$ cat src/rtl/float_to_unsig_int.sv
// IEEE-754 single to unsigned 32-bit integer (fcvt.wu.s, round toward zero) with NV/NX flags.
// Result strobe rises 4 edges after acceptance; a low output_z_ack holds PUT_Z and its data.
module float_to_unsig_int (
   input  logic        clk,
   input  logic        rst,
   input  logic [31:0] input_a,
   input  logic        input_a_stb,
   output logic        input_a_ack,
   output logic [31:0] output_z,
   output logic        output_z_stb,
   input  logic        output_z_ack,
   output logic        output_nv,
   output logic        output_nx
);

   typedef enum logic [2:0] {GET_A, UNPACK, SPECIAL, CONVERT, PUT_Z} state_t;

   state_t             state_q, state_d;
   logic [31:0]        a_q, a_d;
   logic               s_q, s_d;
   logic signed [9:0]  e_q, e_d;
   logic [23:0]        m_q, m_d;
   logic               e_max_q, e_max_d;
   logic               e_zero_q, e_zero_d;
   logic               f_nz_q, f_nz_d;
   logic               spec_q, spec_d;
   logic [31:0]        spec_z_q, spec_z_d;
   logic               spec_nv_q, spec_nv_d;
   logic               spec_nx_q, spec_nx_d;
   logic [31:0]        z_q, z_d;
   logic               nv_q, nv_d;
   logic               nx_q, nx_d;
   logic               stb_q, stb_d;

   logic [4:0]         lsh, rsh;
   logic [23:0]        rmask;

   // Only meaningful in CONVERT, where 0 <= e <= 31 is guaranteed.
   assign lsh   = e_q[4:0] - 5'd23;
   assign rsh   = 5'd23 - e_q[4:0];
   assign rmask = (24'd1 << rsh) - 24'd1;

   assign input_a_ack  = (state_q == GET_A) && !rst;
   assign output_z_stb = stb_q && !rst;
   assign output_z     = z_q;
   assign output_nv    = nv_q;
   assign output_nx    = nx_q;

   always_comb begin
      state_d   = state_q;
      a_d       = a_q;
      s_d       = s_q;
      e_d       = e_q;
      m_d       = m_q;
      e_max_d   = e_max_q;
      e_zero_d  = e_zero_q;
      f_nz_d    = f_nz_q;
      spec_d    = spec_q;
      spec_z_d  = spec_z_q;
      spec_nv_d = spec_nv_q;
      spec_nx_d = spec_nx_q;
      z_d       = z_q;
      nv_d      = nv_q;
      nx_d      = nx_q;
      stb_d     = stb_q;
      case (state_q)
         GET_A: begin
            if (input_a_stb && input_a_ack) begin
               a_d     = input_a;
               state_d = UNPACK;
            end
         end
         UNPACK: begin
            s_d      = a_q[31];
            e_d      = $signed({2'b00, a_q[30:23]}) - 10'sd127;
            m_d      = {1'b1, a_q[22:0]};
            e_max_d  = &a_q[30:23];
            e_zero_d = ~|a_q[30:23];
            f_nz_d   = |a_q[22:0];
            state_d  = SPECIAL;
         end
         SPECIAL: begin
            spec_d    = 1'b1;
            spec_z_d  = 32'd0;
            spec_nv_d = 1'b0;
            spec_nx_d = 1'b0;
            if (e_max_q) begin
               spec_nv_d = 1'b1;
               spec_z_d  = (f_nz_q || !s_q) ? 32'hFFFF_FFFF : 32'd0;
            end else if (e_zero_q) begin
               spec_nx_d = f_nz_q;
            end else if (s_q) begin
               spec_nv_d = !e_q[9];
               spec_nx_d = e_q[9];
            end else if (e_q[9]) begin
               spec_nx_d = 1'b1;
            end else if (e_q >= 10'sd32) begin
               spec_z_d  = 32'hFFFF_FFFF;
               spec_nv_d = 1'b1;
            end else begin
               spec_d    = 1'b0;
            end
            state_d = CONVERT;
         end
         CONVERT: begin
            if (spec_q) begin
               z_d  = spec_z_q;
               nv_d = spec_nv_q;
               nx_d = spec_nx_q;
            end else if (e_q[4:0] >= 5'd23) begin
               z_d  = {8'd0, m_q} << lsh;
               nv_d = 1'b0;
               nx_d = 1'b0;
            end else begin
               z_d  = {8'd0, m_q >> rsh};
               nv_d = 1'b0;
               nx_d = |(m_q & rmask);
            end
            state_d = PUT_Z;
         end
         PUT_Z: begin
            stb_d = 1'b1;
            if (output_z_stb && output_z_ack) begin
               stb_d   = 1'b0;
               state_d = GET_A;
            end
         end
         default: state_d = GET_A;
      endcase
   end

   always_ff @(posedge clk) begin
      if (rst) begin
         state_q   <= GET_A;
         a_q       <= 32'd0;
         s_q       <= 1'b0;
         e_q       <= 10'sd0;
         m_q       <= 24'd0;
         e_max_q   <= 1'b0;
         e_zero_q  <= 1'b0;
         f_nz_q    <= 1'b0;
         spec_q    <= 1'b0;
         spec_z_q  <= 32'd0;
         spec_nv_q <= 1'b0;
         spec_nx_q <= 1'b0;
         z_q       <= 32'd0;
         nv_q      <= 1'b0;
         nx_q      <= 1'b0;
         stb_q     <= 1'b0;
      end else begin
         state_q   <= state_d;
         a_q       <= a_d;
         s_q       <= s_d;
         e_q       <= e_d;
         m_q       <= m_d;
         e_max_q   <= e_max_d;
         e_zero_q  <= e_zero_d;
         f_nz_q    <= f_nz_d;
         spec_q    <= spec_d;
         spec_z_q  <= spec_z_d;
         spec_nv_q <= spec_nv_d;
         spec_nx_q <= spec_nx_d;
         z_q       <= z_d;
         nv_q      <= nv_d;
         nx_q      <= nx_d;
         stb_q     <= stb_d;
      end
   end

endmodule

$ cat config.mk
export PLATFORM = sky130hd
export DESIGN_NAME = float_to_unsig_int
export DESIGN_NICKNAME = d
export VERILOG_FILES = /design/src/rtl/float_to_unsig_int.sv
export SDC_FILE = /design/constraint.sdc
export NUM_CORES = 1
export LEC_CHECK = 0
export CORE_UTILIZATION = 45
export CTS_CLUSTER_DIAMETER = 200
export DETAILED_ROUTE_END_ITERATION = 8
export GPL_ROUTABILITY_DRIVEN = 0
export PLACE_DENSITY = 0.76
export REMOVE_ABC_BUFFERS = 1
export SLEW_MARGIN = 15
export SYNTH_ARGS = -nofsm -noshare
export SYNTH_HDL_FRONTEND = slang
export SYNTH_SLANG_ARGS = --single-unit
$ cat constraint.sdc
create_clock -name clk -period 3.3 [get_ports clk]
set_input_delay 0.825 -clock clk [delete_from_list [all_inputs] [get_ports clk]]
set_output_delay 0.825 -clock clk [all_outputs]
set_load 0.05 [all_outputs]
After elaboration in Yosys (flattened, before gate mapping)

Cells that the tools add are included.

Memory bits (writable): 0
Output and inout bits: 36
Bits in registers: 143
Bits in latches: 0
Memories kept: 0
ROM bits: 0
Input port bits: 36
Logic and storage cells: 76

$lt $le $gt $ge: 2
Bitwise operators: 1
$mul: 0
Add/subtract/negate cells: 4
Shift operators: 3
Mux-type cells: 28
Reductions and logical operators: 16
Equality and inequality tests: 6
Divide/modulo/power cells: 0

Operators by type and width:

| kind                  | number |
|---|---|
| $mux 32               | 8 |
| $shl 24x5->32         | 1 |
| $and 24x24->24        | 1 |
| $reduce_or 24->1      | 1 |
| $shl 1x5->24 const A  | 1 |
| $shr 24x5->24         | 1 |
| $sub 24x1->24 const B | 1 |
| $reduce_or 23->1      | 1 |
| $mux 1                | 17 |
| $pmux 3 s5            | 1 |
| $ge 10x7->1 const B   | 1 |
| $sub 8x7->9 const B   | 1 |
| $reduce_and 8->1      | 1 |
| $reduce_or 8->1       | 1 |
| $eq 3x2->1 const B    | 2 |
| $mux 3                | 2 |
| $ge 5x5->1 const B    | 1 |
| $sub 5x5->5 const A   | 1 |
| $sub 5x5->5 const B   | 1 |
| $logic_and 1x1->1     | 4 |
| $logic_not 1->1       | 4 |
| $reduce_and 2->1      | 2 |
| $eq 3x1->1 const B    | 1 |
| $eq 3x3->1 const B    | 1 |
| other kinds (4)       | 4 |

Depth between registers and ports, before layout

Depth after elaboration: 7
Mapped depth: 16
Gate-level depth less buffers: 12

Least setup slack after synthesis

OpenSTA, ideal clock, no wires.

Kind: input to register
From: input port rst
To: register a_q[0]
Setup slack: -0.205 ns
Setup time: 0.059 ns
Stages on the path: 7
Required time: 3.241 ns
Buffers on the path: 3
Arrival: 3.446 ns
Cells stage by stage: clkbuf_1 > nor4_1 > and2_1 > clkbuf_1 > clkbuf_1 > nand2_1 > nand2_1

Cells in the longest elaborated chain, start to end: 4

Ends and longest elaborated chain:

| item                       | line | text |
|---|---|---|
| from (decl)                | 5    | `input logic rst,` |
| $logic_not 1->1            | 43   | `assign input_a_ack = (state_q == GET_A) && !rst;` |
| $logic_and 1x1->1          | 43   |  |
| net input_a_ack            | 8    | `output logic input_a_ack,` |
| $logic_and 1x1->1          | 68   | `if (input_a_stb && input_a_ack) begin` |
| $reduce_and 2->1 (no line) | n/a  |  |
| to (signal assigned)       | 135  | `a_q <= 32'd0;` |
| to (signal assigned)       | 152  | `a_q <= a_d;` |
| to (decl)                  | 19   | `logic [31:0] a_q, a_d;` |

The timed path passes the listed nets, and every way through them passes these cells.
A chain may end at the register's enable or synchronous reset.

Worst setup path after layout

From: register e_q[3]
To: register nx_q, in the netlist output_nx

Cells in the longest elaborated chain, start to end: 7
Elaborated cells on any way between the ends: 8
Those cells by class: 2 x add/sub; 1 x order compare; 1 x shift; 2 x mux; 1 x bitwise; 1 x reduce/logical

Ends and longest elaborated chain:

| item                   | line | text |
|---|---|---|
| from (decl)            | 21   | `logic signed [9:0] e_q, e_d;` |
| from (signal assigned) | 137  | `e_q <= 10'sd0;` |
| from (signal assigned) | 154  | `e_q <= e_d;` |
| $sub 5x5->5            | 40   | `assign rsh = 5'd23 - e_q[4:0];` |
| $shl 1x5->24           | 41   | `assign rmask = (24'd1 << rsh) - 24'd1;` |
| $sub 24x1->24          | 41   |  |
| $and 24x24->24         | 117  | `nx_d = \|(m_q & rmask);` |
| $reduce_or 24->1       | 117  |  |
| $mux 1 *               | 110  | `end else if (e_q[4:0] >= 5'd23) begin` |
| $mux 1 *               | 106  | `if (spec_q) begin` |
| to (signal assigned)   | 165  | `nx_q <= nx_d;` |
| to (decl)              | 32   | `logic nx_q, nx_d;` |

Mark *: on every way between the ends. The rest lies on a longest branch, timed or not.

==> run metrics <==
slew at the pin closest to its max-slew limit=986 ps; design area=8990 sq um; CTS Buf Count=9; EDFF count, synth=0; Placement Setup Slack=360 ps; Starting Density=0.467; CP max FO=41; reg2reg setup slack=280 ps; pwr dens=434 nW/um^2; Die Wd=134 microns; Tightest Hold Check Type=register to register; worst skew pair latency=370 ps; crit path max-delay cell type=buf_4; num ports=72; Top FF cell, synth=dfxtp_1; n_diodes=0; Multi-input gate area=5150 sq um; final slew viol count=0; largest net degree at the start of global routing=80; maximum VDD drop=0.267 mV; Final Hold Violating Endpoints=0; clock share of power=0.280; RSZ-0062 raised after global routing=false; Post-CTS Hold Fix Bufs=0; clk root buf=clkbuf_16; Mapped Cells=1030; Rows=47; crit-path cells=buf_4, nor2b_1, nand2_1, ha_1, nor2b_1, mux2_2, a2bb2oi_1, o211ai_1, a2111o_1, nor4_1, a211oi_1; Pleak=3.24 nW; drt drc=0; Pre-antenna DRT Iters=6; Placed Area=8700 sq um; post-synth cell types=72; dpl hpwl=16900 microns; Comb pwr share=0.325; Area growth syn-to-layout=14.8%; Layout Utilization=0.536; CP required=3530 ps; critical path type=register to register; postcts setup bufs=0; status=finished, final reports clean; Overall Power=3.90 mW; Critical Path AT=3250 ps; Tcrit/Tclk final=0.916; H-tree depth reported by CTS=3; max-cap viol count=0; Top cell by count, worst path=nor2b_1; die height=134 microns; Core Area=16800 sq um; post-cts sizing count=0; mean number of vias per cell=6.13; fmax=331 MHz; initial antenna violation count=0; min setup slack post-route=278 ps; Async S/R FF share, synth=0; die area=17900 sq um; Final Critical Period=3020 ps; iteration-0 DRC count of the detailed router=1210; Switch Pwr=1.44 mW; global-route wire length before repair=37900 microns; clock buffer depth=2; Yosys reg bits=111; GR Util All Layers=0.268; CTS tree=done; Synth Cell Area=7830 sq um; Worst path max stage delay=410 ps; P_int=2.46 mW; max_slew headroom=0.337; via count=7866; fillers=1587; Clock transition at path regs=80 ps; Final setup violation count=0; Reg power frac=0.395; Final Skew=10.3 ps; port bufs=71; fin nets=1107; Register Area=2220 sq um; WL/cell=18.6 microns; Synthesis Warnings=0; crit end category=register; Routed Wire Length=23800 microns; sequential share of the synthesized area=0.284; Switching Share=0.369; ANT nets after route=0; Remaining Overflow, GRT=0; syn avg cell area=7.60 sq um; Worst Setup Start Kind=register; vias in the first global route=7061; Sink Count=111; layout cell share with drive strength beyond 1=0.109
==> state kept, by name, indices dropped and copies added, names as in the netlist, 3 cells and up <==
name	count
a_q	32
e_q	9
m_q	24
output_z	32
state_q	3
==> worst paths after layout <==
path,start,end,cells after the start
worst min-delay path,a_q[31],s_q,2
worst min register to register,a_q[31],s_q,2
worst max register to register,e_q[3],output_nx,11
worst max-delay path,e_q[3],output_nx,11
==> synth_stat cells (all sizes together) (15+ instances only) <==
library cell,number,area (sq um)
mux2,30,338
clkbuf,54,204
o21ai,53,265
buf,37,201
nor3,25,125
a21oi,94,470
dfxtp,111,2220
inv,15,56.3
mux2i,44,440
a211oi,15,113
nand3b,32,240
nand2,182,683
mux4,18,405
nor2,108,405
nand3,26,130
==> layout by cell type (no fill, tap or decap), types with 25 or more instances in the layout <==
cell type and instances:
nand3b_1 32, nor2_1 108, a21oi_1 94, mux2i_1 44, clkdlybuf4s50_1 68, dfxtp_1 110
nand2_1 182, buf_4 38, nand3_1 26, nor3_1 25, o21ai_0 49, mux2_2 30
==> cell families (layout without fill, tap and decap cells) <==
logic type	count (synthesis)	count (layout)	share of synthesized area
XOR/XNOR	17	17	0.0209
flip-flops	111	111	0.284
adder cells (fa/ha/maj)	13	13	0.0208
buffers and inverters	107	140	0.0594
AND/OR/NAND/NOR	429	429	0.250
multiplexers	92	92	0.151
AO/OA/AOI/OAI	261	261	0.214
==> final cells by class <==
class | count | share of cell area
Timing Repair Buffer | 108 | 0.110
Sequential cell | 111 | 0.247
Multi-Input combinational cell | 812 | 0.573
Inverter | 16 | 0.00668
Clock buffer | 10 | 0.0266
Tap cell | 220 | 0.0306
Clock inverter | 6 | 0.00584
==> per-layer routing <==
metal / GRT usage / vias to the layer above / wire length [microns]
li1: - / 3760 / -
met1: 0.366 / 3575 / 10200
met2: 0.405 / 446 / 10400
met3: 0.0669 / 85 / 2430
met4: 0.105 / 0 / 829
met5: 0 / - / 0
==> power by group through the flow <==
stage                     clock network [mW]  logic, mW  registers, mW
after CTS                               1.10       1.24           1.54
after detailed placement                   0       1.23           1.57
after global routing                    1.16       1.36           1.55
after global placement                     0       1.22           1.56
after floorplan                            0      0.729           1.65
final                                   1.09       1.27           1.54
==> critical path: cells and delay by family (launching register included) <==
family	cells	cell delay [ps]
fa+ha+maj	1	350
simple gates	4	670
compound gates	4	820
buf+inv	1	410
mux	1	270
flops	1	350
==> per-stage QoR <==
step	std cells	hold WS (ps)	TNS (ps)
after CTS	1283	460	0
after floorplan	939	425	-61590
after global placement	1267	438	0
after global routing	1283	488	0
after detailed placement	1267	452	0
final	1283	460	0
No activity file was read; power rests on OpenSTA's default activity.
